`config.mk`:
```
export PLATFORM = sky130hd
export DESIGN_NAME = if_fetch_queue
export DESIGN_NICKNAME = d
export VERILOG_FILES = /design/src/rtl/if_fetch_queue.sv
export SDC_FILE = /design/constraint.sdc
export NUM_CORES = 1
export LEC_CHECK = 0
export ABC_AREA = 0
export CORE_ASPECT_RATIO = 0.6
export CORE_UTILIZATION = 47
export CTS_CLUSTER_DIAMETER = 80
export CTS_CLUSTER_SIZE = 40
export DETAILED_ROUTE_END_ITERATION = 10
export GPL_ROUTABILITY_DRIVEN = 0
export PLACE_DENSITY = 0.81
export SLEW_MARGIN = 20
export SYNTH_ARGS = -nofsm -noshare
export SYNTH_HDL_FRONTEND = slang
export SYNTH_SLANG_ARGS = --single-unit
```
`constraint.sdc`:
```
create_clock -name clk -period 4.2 [get_ports clk]
set_clock_uncertainty 0.2 [all_clocks]
set_input_delay 0.84 -clock clk [delete_from_list [all_inputs] [get_ports clk]]
set_output_delay 0.84 -clock clk [all_outputs]
set_load 0.1 [all_outputs]
```
`src/rtl/if_fetch_queue.sv`:
```
// Fetch stage queue: issues imem requests at PC_F, buffers in-order responses for decode, drops wrong-path data.
// Define FETCH_BYPASS_EN to forward a response straight to decode when it belongs to the only queued fetch.
module if_fetch_queue #(
    parameter int unsigned DEPTH     = 2,
    parameter logic [31:0] NOP_INSTR = 32'h0000_0013
) (
    input  logic        clk,
    input  logic        rst,
    input  logic [31:0] PC_F,
    input  logic        PC_src,
    input  logic        stall_D,
    output logic [31:0] PC_Plus4,
    output logic        stall_F,
    output logic        imem_req,
    output logic [31:0] imem_addr,
    input  logic        imem_gnt,
    input  logic        imem_rvalid,
    input  logic [31:0] imem_rdata,
    output logic        valid_D,
    output logic [31:0] instr_D,
    output logic [31:0] PC_D,
    output logic [31:0] PC_Plus4_D
);
    localparam int unsigned PW = $clog2(DEPTH);
    localparam int unsigned CW = $clog2(DEPTH + 1);

    logic [31:0]      pc_q    [DEPTH];
    logic [31:0]      instr_q [DEPTH];
    logic [DEPTH-1:0] filled_q;
    logic [PW-1:0]    head_q, tail_q, fill_q;
    logic [CW-1:0]    used_q, pend_q, drop_q;

    logic        credit, issue, rsp_drop, rsp_fill, flush_eat;
    logic        head_ready, bypass, deq;
    logic [31:0] head_instr;

    // In-flight wrong-path responses still occupy memory slots, so they hold credit too.
    assign credit    = (32'(used_q) + 32'(drop_q)) < DEPTH;
    assign imem_req  = !rst && !PC_src && credit;
    assign imem_addr = PC_F;
    assign PC_Plus4  = PC_F + 32'd4;
    assign issue     = imem_req && imem_gnt;
    assign stall_F   = !issue && !PC_src;

    assign rsp_drop   = imem_rvalid && (drop_q != '0);
    assign rsp_fill   = imem_rvalid && (drop_q == '0) && (pend_q != '0);
    assign flush_eat  = imem_rvalid && ((drop_q != '0) || (pend_q != '0));
    assign head_ready = (used_q != '0) && filled_q[head_q];

`ifdef FETCH_BYPASS_EN
    assign bypass     = rsp_fill && (used_q == CW'(1)) && !filled_q[head_q];
    assign head_instr = bypass ? imem_rdata : instr_q[head_q];
`else
    assign bypass     = 1'b0;
    assign head_instr = instr_q[head_q];
`endif

    assign valid_D    = head_ready || bypass;
    assign deq        = valid_D && !stall_D && !PC_src;
    assign instr_D    = valid_D ? head_instr : NOP_INSTR;
    assign PC_D       = valid_D ? pc_q[head_q] : 32'd0;
    assign PC_Plus4_D = PC_D + 32'd4;

    // fill_q tracks the oldest unfilled entry; responses arrive in issue order.
    always_ff @(posedge clk) begin
        if (rst) begin
            head_q   <= '0;
            tail_q   <= '0;
            fill_q   <= '0;
            used_q   <= '0;
            pend_q   <= '0;
            drop_q   <= '0;
            filled_q <= '0;
        end else if (PC_src) begin
            head_q   <= tail_q;
            fill_q   <= tail_q;
            used_q   <= '0;
            pend_q   <= '0;
            filled_q <= '0;
            drop_q   <= drop_q + pend_q - CW'(flush_eat);
        end else begin
            if (issue) begin
                filled_q[tail_q] <= 1'b0;
                tail_q           <= tail_q + PW'(1);
            end
            if (rsp_fill) begin
                filled_q[fill_q] <= 1'b1;
                fill_q           <= fill_q + PW'(1);
            end
            if (rsp_drop) begin
                drop_q <= drop_q - CW'(1);
            end
            if (deq) begin
                head_q <= head_q + PW'(1);
            end
            used_q <= used_q + CW'(issue) - CW'(deq);
            pend_q <= pend_q + CW'(issue) - CW'(rsp_fill);
        end
    end

    always_ff @(posedge clk) begin
        if (issue) begin
            pc_q[tail_q] <= PC_F;
        end
        if (rsp_fill) begin
            instr_q[fill_q] <= imem_rdata;
        end
    end
endmodule

```
**Word level (Yosys, flattened, before mapping)**

Memory sizes are Yosys's and may differ from the RTL's. A register that Yosys moved wholly into a read port is not among the register bits.
Cells that the tools add are included.

- Order comparisons: 6
- Muxes and demuxes: 26
- Reductions and logical operators: 27
- $add $sub $neg: 13
- Bitwise gates (word level): 4

Operators by type and width:

| operator | count |
|---|---|
| $add A32 B3 Y32 const B | 2 |
| $mux W32 | 2 |
| $mux W1 | 16 |
| $logic_and A1 B1 Y1 | 13 |
| $mux W2 | 6 |
| $reduce_bool A2 Y1 | 6 |
| $lt A1 B2 Y1 const B | 3 |
| $sub A2 B1 Y2 | 3 |
| $add A2 B1 Y2 | 2 |
| $logic_not A1 Y1 | 4 |
| $add A1 B1 Y1 const B | 3 |
| $add A2 B2 Y3 | 1 |
| $lt A3 B2 Y1 const B | 1 |
| $add A2 B2 Y2 | 1 |
| $and A2 B2 Y2 | 1 |
| $demux W1 S1 | 2 |
| $ge A1 B1 Y1 const B | 2 |
| $logic_not A2 Y1 | 1 |
| $not A2 Y2 | 1 |
| $or A2 B2 Y2 | 1 |
| $reduce_and A2 Y1 | 1 |
| $reduce_or A2 Y1 | 1 |
| $sub A2 B1 Y2 const B | 1 |
| $logic_or A1 B1 Y1 | 1 |
| $not A1 Y1 | 1 |

- Bits in registers: 11
- Word-level logic and storage cells: 85
- Memories: 2
- Bits in writable memories: 128

Memories:

| memory | words | width | read ports | clocked after memory_dff | wr ports | RTL line | RTL |
|---|---|---|---|---|---|---|---|
| instr_q | 2 | 32 | 1 | 1 | 1 | 28 | `logic [31:0] instr_q [DEPTH];` |
| pc_q | 2 | 32 | 1 | 1 | 1 | 27 | `logic [31:0] pc_q [DEPTH];` |

**Depth between registers and ports, before layout**

Gate-level depths: netlist of the first run.

- Word-level depth: 11
- Depth in mapped cells: 12

**Least setup slack after synthesis of the first run**

No wires, ideal clock.

- Path kind: flip-flop to output port
- From: register head_q
- To: output PC_Plus4_D[22]
- Cell stages (with the launch flop): 12
- Arrival: 5366 ps
- Required time: 3160 ps
- Setup slack: -2206 ps
- Path buffers: 3
- Cell sequence: dfxtp_1 > mux2i_2 > or2_1 > buf_2 > buf_2 > buf_2 > nor2_1 > ha_1 > nor4b_2 > nand3_2 > nor4b_2 > xor2_1

- Cells in the longest elaborated chain, start to end: 5

RTL lines:

| element | RTL line | RTL |
|---|---|---|
| start: declaration | 30 | `logic [PW-1:0] head_q, tail_q, fill_q;` |
| start signal: assignment | 75 | `head_q <= tail_q;` |
| start signal: assignment | 94 | `head_q <= head_q + PW'(1);` |
| $mux W1 (implied by the code) (2 in a row) | 48 | `assign head_ready = (used_q != '0) && filled_q[head_q];` |
| $logic_and A1 B1 Y1 | 48 |  |
| $mux W32 | 61 | `assign PC_D = valid_D ? pc_q[head_q] : 32'd0;` |
| via PC_D[3] | 21 | `output logic [31:0] PC_D,` |
| $add A32 B3 Y32 | 62 | `assign PC_Plus4_D = PC_D + 32'd4;` |
| end: declaration | 22 | `output logic [31:0] PC_Plus4_D` |

The timed path passes the listed nets, and every way through them passes these cells. The select of a mux whose other input is x is not followed.

**Final worst setup path of the first run**

- From: input PC_F[10]
- To: output PC_Plus4[29]

- Cells in the longest elaborated chain, start to end: 1

RTL lines:

| element | RTL line | RTL |
|---|---|---|
| start: declaration | 9 | `input logic [31:0] PC_F,` |
| $add A32 B3 Y32 | 41 | `assign PC_Plus4 = PC_F + 32'd4;` |
| end: declaration | 12 | `output logic [31:0] PC_Plus4,` |

Every way passes these cells.

==> results summary, run 1 <==
Setup total negative slack on the finished layout was measured at 0 ns. TritonCTS built the clock tree. After detailed routing, the number of vias per cell comes to approximately 5.3.

The width of the die is roughly 160 um. The synthesized flop and latch total came out at 140. The signed area change from the synthesized netlist to the final layout came out at 49.9%. The number of max-capacitance violations reported came out at 0. The cell count after synthesis is 596. The detailed router's first-iteration violation count came out at 338. The minimum setup slack in the final design came out at 0.126 ns. The number of design rule violations left after detail routing came out at 0. The sequential element share of the synthesized area is 0.564.

The total vias in the final route came out at 5484. By count the netlist is led by 128 x sky130_fd_sc_hd__edfxtp_1, 86 x sky130_fd_sc_hd__nor2_1, 63 x sky130_fd_sc_hd__mux2i_1. By area the synthesized netlist is led by sky130_fd_sc_hd__edfxtp_1 53%, sky130_fd_sc_hd__mux2i_1 8.7%, sky130_fd_sc_hd__xnor2_1 4.7%. Clock tree synthesis selected as its root buffer the cell sky130_fd_sc_hd__clkbuf_16. Of the available clock period, the critical path in the final layout requires 0.970.

In this run the worst path has a maximum fanout of 5. The post-synthesis async set-or-reset flop share is 0. The worst register-to-register path begins at used_q[0]$_SDFF_PP0_. After detailed placement, the design holds a cell count of 998. The kind of critical path is in2out. The die covers approximately 16000 sq um. The final setup violation count came out at 0. Following the worst setup path forward leads to its endpoint at PC_Plus4[29]. For this run, the post-layout net count is 905. The count of inserted antenna diode cells is 0. The slack of the worst reg-to-reg path is 1.35 ns. Of the post-synthesis cell area, the dominant cell type holds 0.531. After synthesis the cells add up to 7240 sq um. The count of clock tree sinks came out at 140. The final critical-path required period is 4.07 ns.

sky130_fd_sc_hd__edfxtp_1 takes more of the synthesized area than any other cell. The highest achievable clock rate came out at 245 MHz. The global-route wire length before repair is 30200 um. The peak ir drop on the vdd network came out at between 200 and 250 uV. The layout has 945 filler cells.

The average instance area after synthesis is 12.2 sq um. Counting distinct cell types in the post-synthesis netlist gives 50. The number of detailed-routing iterations run before antenna repair came out at 5. The leading cell type by number of instances after synthesis is sky130_fd_sc_hd__edfxtp_1. The standard-cell row count came out at 34. The standard cell core area is 14800 sq um.

In this run the critical register-to-register path is captured at used_q[1]$_SDFF_PP0_. STA classifies the critical path startpoint as an input pin. In this run the worst hold path is classified as reg2reg. The number of levels in the clock H-tree is 4. TritonCTS created 17 clock buffers. The final routed wire length divided by cell count is 18.9 um. The detailed placement HPWL came out at around 15000 um.

Measured along the y axis, the die boundary spans 98.2 um. The clock latency on the worst-skew pair came out at 0.41 ns. The total wire length is 19500 um. The count of synthesis-stage warnings from yosys is 0. The share of final-layout standard cells stronger than drive strength 1 came out at 0.344. The pre-CTS setup slack is 0.152 ns. The leading register cell type out of synthesis is sky130_fd_sc_hd__edfxtp_1. The analysis attributes to cell leakage a power of 4.18 nW.

The final hold violation count is 0. The number of cells on the worst reg-to-reg path is 10. For this run, the total global-route usage over all layers was measured as 0.251. In this run the deepest clock path goes through 2 buffers.

The launch point of the worst path is PC_F[10]. The initial antenna violation count is 0. The I/O pin count came out at 233.

The critical path arrival is 3.03 ns. The number of routed nets with antenna violations is 0. The max-slew violation total from the final report is 0. The net count after synthesis is 676. The post-layout instance count excluding filler cells is 1036. The number of I/O port buffers is between 200 and 250. The number of flops mapped to enable cells by yosys is between 100 and 150. Setup repair after global routing left no endpoint under its margin. The actual transition at the worst max-transition pin came out at 0.664 ns. The largest net degree at the start of global routing is 34. STA classifies the critical path endpoint as an output pin.

Measured against its own limit, the worst slew margin works out to 0.545. The count of hold-fix buffers inserted at cts came out at 0. The required time of the critical path is around 3.2 ns. For this run the aggregate overflow at the end of global routing stands at 0. The effective utilization at floorplan came out at 0.491. The clock-pin transition on the worst setup and hold timing paths is 0.06 ns. The flow ran to the end, and the final reports show no timing, DRC or antenna violations. The via count of the first global-routing pass came out at 5573. The total power density per cell area came out at 342 nW/um^2.
==> worst max-delay path, stage by stage <==
cell and delay (ns):
sky130_fd_sc_hd__clkdlybuf4s50_1 0.51, sky130_fd_sc_hd__nand4_1 0.20, sky130_fd_sc_hd__or2_2 0.36, sky130_fd_sc_hd__nor4_1 0.27, sky130_fd_sc_hd__buf_4 0.22, sky130_fd_sc_hd__nand4_1 0.17, sky130_fd_sc_hd__xnor2_2 0.25, sky130_fd_sc_hd__buf_12 0.21
==> state kept, by name (all words and copies together) (netlist names), named ones only <==
signal    flops
used_q        2
fill_q        1
head_q        1
tail_q        1
filled_q      2
pc_q         64
drop_q        2
instr_q      64
pend_q        2
==> how the worst min path moves through the flow <==
stage	startpoint	to	cells past startpoint
4_1_cts	filled_q[0]$_SDFF_PP0_	filled_q[0]$_SDFF_PP0_	2
3_3_place_gp	filled_q[0]$_SDFF_PP0_	filled_q[0]$_SDFF_PP0_	2
3_5_place_dp	filled_q[0]$_SDFF_PP0_	filled_q[0]$_SDFF_PP0_	2
6_report	filled_q[0]$_SDFF_PP0_	filled_q[0]$_SDFF_PP0_	2
5_1_grt	filled_q[1]$_SDFF_PP0_	filled_q[1]$_SDFF_PP0_	2
2_1_floorplan	filled_q[0]$_SDFF_PP0_	filled_q[0]$_SDFF_PP0_	2
==> final cells by class <==
cell class / count / area [sq um] / area share
inverters: 19 / 76.3 / 0.00703
multi-input cells: 380 / 2930 / 0.270
repair buffers: 267 / 2940 / 0.271
clock inverters: 14 / 136 / 0.0126
flip-flops and latches: 140 / 4090 / 0.377
well taps: 198 / 248 / 0.0228
clock buffers: 18 / 429 / 0.0395
==> power by group <==
part / internal [mW] / total (mW) / switching, mW
Sequential: 1.56 / 1.59 / 0.0277
Combinational: 0.243 / 0.703 / 0.460
Clock: 0.826 / 1.43 / 0.599
Total: 2.63 / 3.72 / 1.09
==> repair_timing <==
| action | CTS | global route |
|---|---|---|
| setup endpoints to repair | 6 | 14 |
| setup buffers | 1 | 5 |
| gates resized for setup | 3 | 4 |
| pin swaps | 0 | 1 |
==> cells by family (layout without fill, tap and decap cells) <==
group,Yosys count,count (layout),share of synthesized area
muxes,64,64,0.0890
adders and majority gates,10,10,0.0183
AOI/OAI and AO/OA,27,27,0.0285
and+or+nand+nor,213,213,0.155
xor gates and xnor gates,66,66,0.0798
DFF,140,140,0.564
buffers and inverters,76,318,0.0658
==> per-layer routing <==
metal | vias to the layer above | wire, um | GRT usage
li1 | 2562 | - | -
met1 | 2694 | 8600 | 0.336
met2 | 205 | 9700 | 0.415
met3 | 23 | 961 | 0.0450
met4 | 0 | 283 | 0.0813
met5 | - | 0 | 0
==> placed cells by master, fill, tap and decap left out, drive strengths merged, types with 5 or more instances in the layout <==
cell type      Yosys  routed
buf               54     198
edfxtp           128     128
nor2              86      86
clkdlybuf4s50      0      69
mux2i             64      64
xnor2             39      39
nand2             32      32
nand3             29      29
xor2              27      27
inv               19      23
clkbuf             3      18
nand4             18      18
dfxtp             12      12
ha                 9       9
nor3               9       9
o21ai              8       8
nor4               7       7
a21oi              7       7
clkinvlp           0       6
and3               5       5
nand4b             5       5
==> metrics by stage <==
| step | cell area, sq um | utilization | hold WS [ns] | power, mW |
|---|---|---|---|---|
| floorplan | 7480 | - | 0.286 | 2.08 |
| CTS | 10800 | 0.732 | 0.342 | 3.73 |
| global route | 10900 | 0.735 | 0.390 | 3.83 |
| finish | 10900 | 0.735 | 0.343 | 3.72 |
| global placement | 10200 | 0.691 | 0.313 | 2.29 |
| detailed placement | 10200 | 0.691 | 0.326 | 2.32 |
(Power assumes the default switching activity.)
==> run 2: changes to the inputs <==
--- a/config.mk
+++ b/config.mk
@@ -7,12 +7,12 @@
 export LEC_CHECK = 0
 export ABC_AREA = 0
 export CORE_ASPECT_RATIO = 0.6
-export CORE_UTILIZATION = 47
+export CORE_UTILIZATION = 40
 export CTS_CLUSTER_DIAMETER = 80
 export CTS_CLUSTER_SIZE = 40
 export DETAILED_ROUTE_END_ITERATION = 10
 export GPL_ROUTABILITY_DRIVEN = 0
-export PLACE_DENSITY = 0.81
+export PLACE_DENSITY = 0.71
 export SLEW_MARGIN = 20
 export SYNTH_ARGS = -nofsm -noshare
 export SYNTH_HDL_FRONTEND = slang
==> results summary, run 2 (same netlist as run 1, synthesis figures left out) <==
The flow ran to the end, and the final reports show no timing, DRC or antenna violations. The number of levels in the clock H-tree came out at 4. The total wire length came out at between 15000 and 20000 um. After detailed placement, the total cell area comes to 10200 sq um. The count of inserted antenna diode cells is 0. Prior to clock tree synthesis, the placed netlist has a worst setup slack of 0.182 ns.

The clock-pin transition on the worst setup and hold timing paths came out at 0.06 ns. The max-slew violation total from the final report came to 0. The worst setup path is launched from a flop.

Setup violations remaining at the end of the flow were counted as 0. In the layout the commonest cells are 134 x sky130_fd_sc_hd__buf_4, 128 x sky130_fd_sc_hd__edfxtp_1, 78 x sky130_fd_sc_hd__nor2_1, 69 x sky130_fd_sc_hd__clkdlybuf4s50_1, 63 x sky130_fd_sc_hd__mux2i_1. The final routed wire length divided by cell count is around 18 um. The end-of-flow core utilization came out at 0.627. The signed area change from the synthesized netlist to the final layout is 50.6%. The critical path arrival came out at 3.06 ns.

In the final layout, the registers with the most flip-flops are instr_q: 64 flops, pc_q: 64 flops. The number of design rule violations left after detail routing is 0. In this run the remaining antenna-violating nets after routing total 0.

The peak ir drop on the vdd network is 246 uV. The worst hold path begins at filled_q[0]$_SDFF_PP0_. The startpoint identified for the worst register-to-register timing path is used_q[0]$_SDFF_PP0_.

The height of the die is between 100 and 150 um. The via count of the first global-routing pass came out at ~5.4k. The number of detailed-routing iterations run before antenna repair is 5. The die is ~180 um wide. The total vias in the final route is 5371. For the worst setup path, the data required time is 3.16 ns.

The classification of the worst-slack hold path is reg2reg. Leaving out fill and tap cells, the most frequent cell in the layout is sky130_fd_sc_hd__buf_4. The number of max-capacitance violations reported is 0. The HPWL after detailed placement is 14700 um. The I/O pin count came out at 233. The largest net degree at the start of global routing came out at 62.

The number of fillers in the final layout is 1337. The length in cells of the worst reg-to-reg path is 10. The clock buffer count from CTS came out at 17.

The leakage component of the power came out at 4.21 nW. The worst path needs 4.10 ns of the cycle, external delays included. The worst hold path passes through 2 cells. Measured against its own limit, the worst slew margin works out to 0.322. For the pin with the worst max-slew slack, the measured transition is 1.02 ns.

The number of placed instances, taps included, is 1033. The initial antenna violation count is 0. The maximum fanout along the worst path came out at 18. TritonCTS built the clock tree. The final sum of negative setup slack is 0 ns. The final hold violation count is 0. The total global routing overflow is 0. Using the TritonRoute via totals, the vias-per-cell ratio works out to 5.02. The highest achievable clock rate is 244 MHz. The detailed router's first-iteration violation count is 309. The standard-cell row count is 37. The sequential cell area in the final layout is 4090 sq um.

The die covers 18700 sq um. The post-layout instance count excluding filler cells is 1070. The clock passes through at most 2 buffers. The final layout contains about 900 nets. The share of final-layout standard cells stronger than drive strength 1 came out at 0.342. The finished layout cell area is 10900 sq um. Dividing total power by cell area gives a power density of 347 nW/um^2. The final clock period utilization by the worst path is 0.975.

The critical path is of the reg2out type. The area of combinational cells with multiple inputs is 2930 sq um. After floorplanning, the core was sized to cover 17400 sq um. The count of clock tree sinks is 140. Setup repair after global routing could not meet its margin everywhere. The count of buffers added on input and output ports is about 230. The minimum setup slack in the final design came out at 0.105 ns. The global-route wire length before repair came out at slightly below 30000 um. Clock latency on the worst-skew pair, taken at its later pin, is about 0.42 ns. The effective utilization at floorplan came out at 0.416. The global-route usage over all layers is 0.211. The type of element capturing the critical path is an output pin. The root buffer cell chosen for the clock tree is sky130_fd_sc_hd__clkbuf_16.
-- run 2: cell count changes in the layout (fill, tap and decap cells not counted), sizes merged --
cell,delta
clkinv,-1
buf,-3
clkinvlp,-3
inv,+5
-- run 2: layout make-up --
cell class | instances | area share
sequential | 140 | 0.375
timing repair buffer | 265 | 0.269
multi-input combinational | 380 | 0.268
clock buffer | 17 | 0.0390
tap | 234 | 0.0268
clock inverter | 15 | 0.0154
inverter | 19 | 0.00688
-- run 2: report_power, final --
| group | switching [mW] | leakage, nW | internal (mW) |
|---|---|---|---|
| Clock | 0.652 | 0.286 | 0.847 |
| Sequential | 0.0246 | 1.26 | 1.56 |
| Combinational | 0.462 | 2.66 | 0.243 |
| Total | 1.14 | 4.21 | 2.65 |
-- run 2: per-stage QoR --
step           hold slack, ns  power (mW)
2_1_floorplan           0.286        2.08
3_3_place_gp            0.307        2.30
3_5_place_dp            0.312        2.32
4_1_cts                 0.328        3.81
5_1_grt                 0.366        3.91
6_report                0.324        3.79
-- run 2: final timing paths --
path                             to  slack [ns]
max                  PC_Plus4_D[29]        0.10
min          filled_q[0]$_SDFF_PP0_        0.32
max reg2reg    used_q[1]$_SDFF_PP0_        1.33
min reg2reg  filled_q[0]$_SDFF_PP0_        0.32
-- run 2: what timing repair did --
action,in CTS,in global routing
hold buffers,0,0
resized for setup,2,8
pin swaps,1,4
endpoints found under the setup margin,6,11
setup buffers,1,4
-- run 2: worst max-delay path, cell delays in order (launching register included) --
cell and delay (ns):
sky130_fd_sc_hd__dfxtp_4 0.41, sky130_fd_sc_hd__buf_4 0.24, sky130_fd_sc_hd__nand4b_1 0.22, sky130_fd_sc_hd__a2111oi_2 0.43, sky130_fd_sc_hd__nand3b_1 0.30, sky130_fd_sc_hd__nor4_1 0.52, sky130_fd_sc_hd__xor2_1 0.29, sky130_fd_sc_hd__buf_12 0.21
-- run 2: layer usage --
layer | vias to the layer above | part of all wire | global-route usage
li1 | 2561 | - | -
met1 | 2591 | 0.46 | 0.287
met2 | 193 | 0.47 | 0.324
met3 | 26 | 0.060 | 0.0569
met4 | 0 | 0.018 | 0.0733
met5 | - | 0 | 0
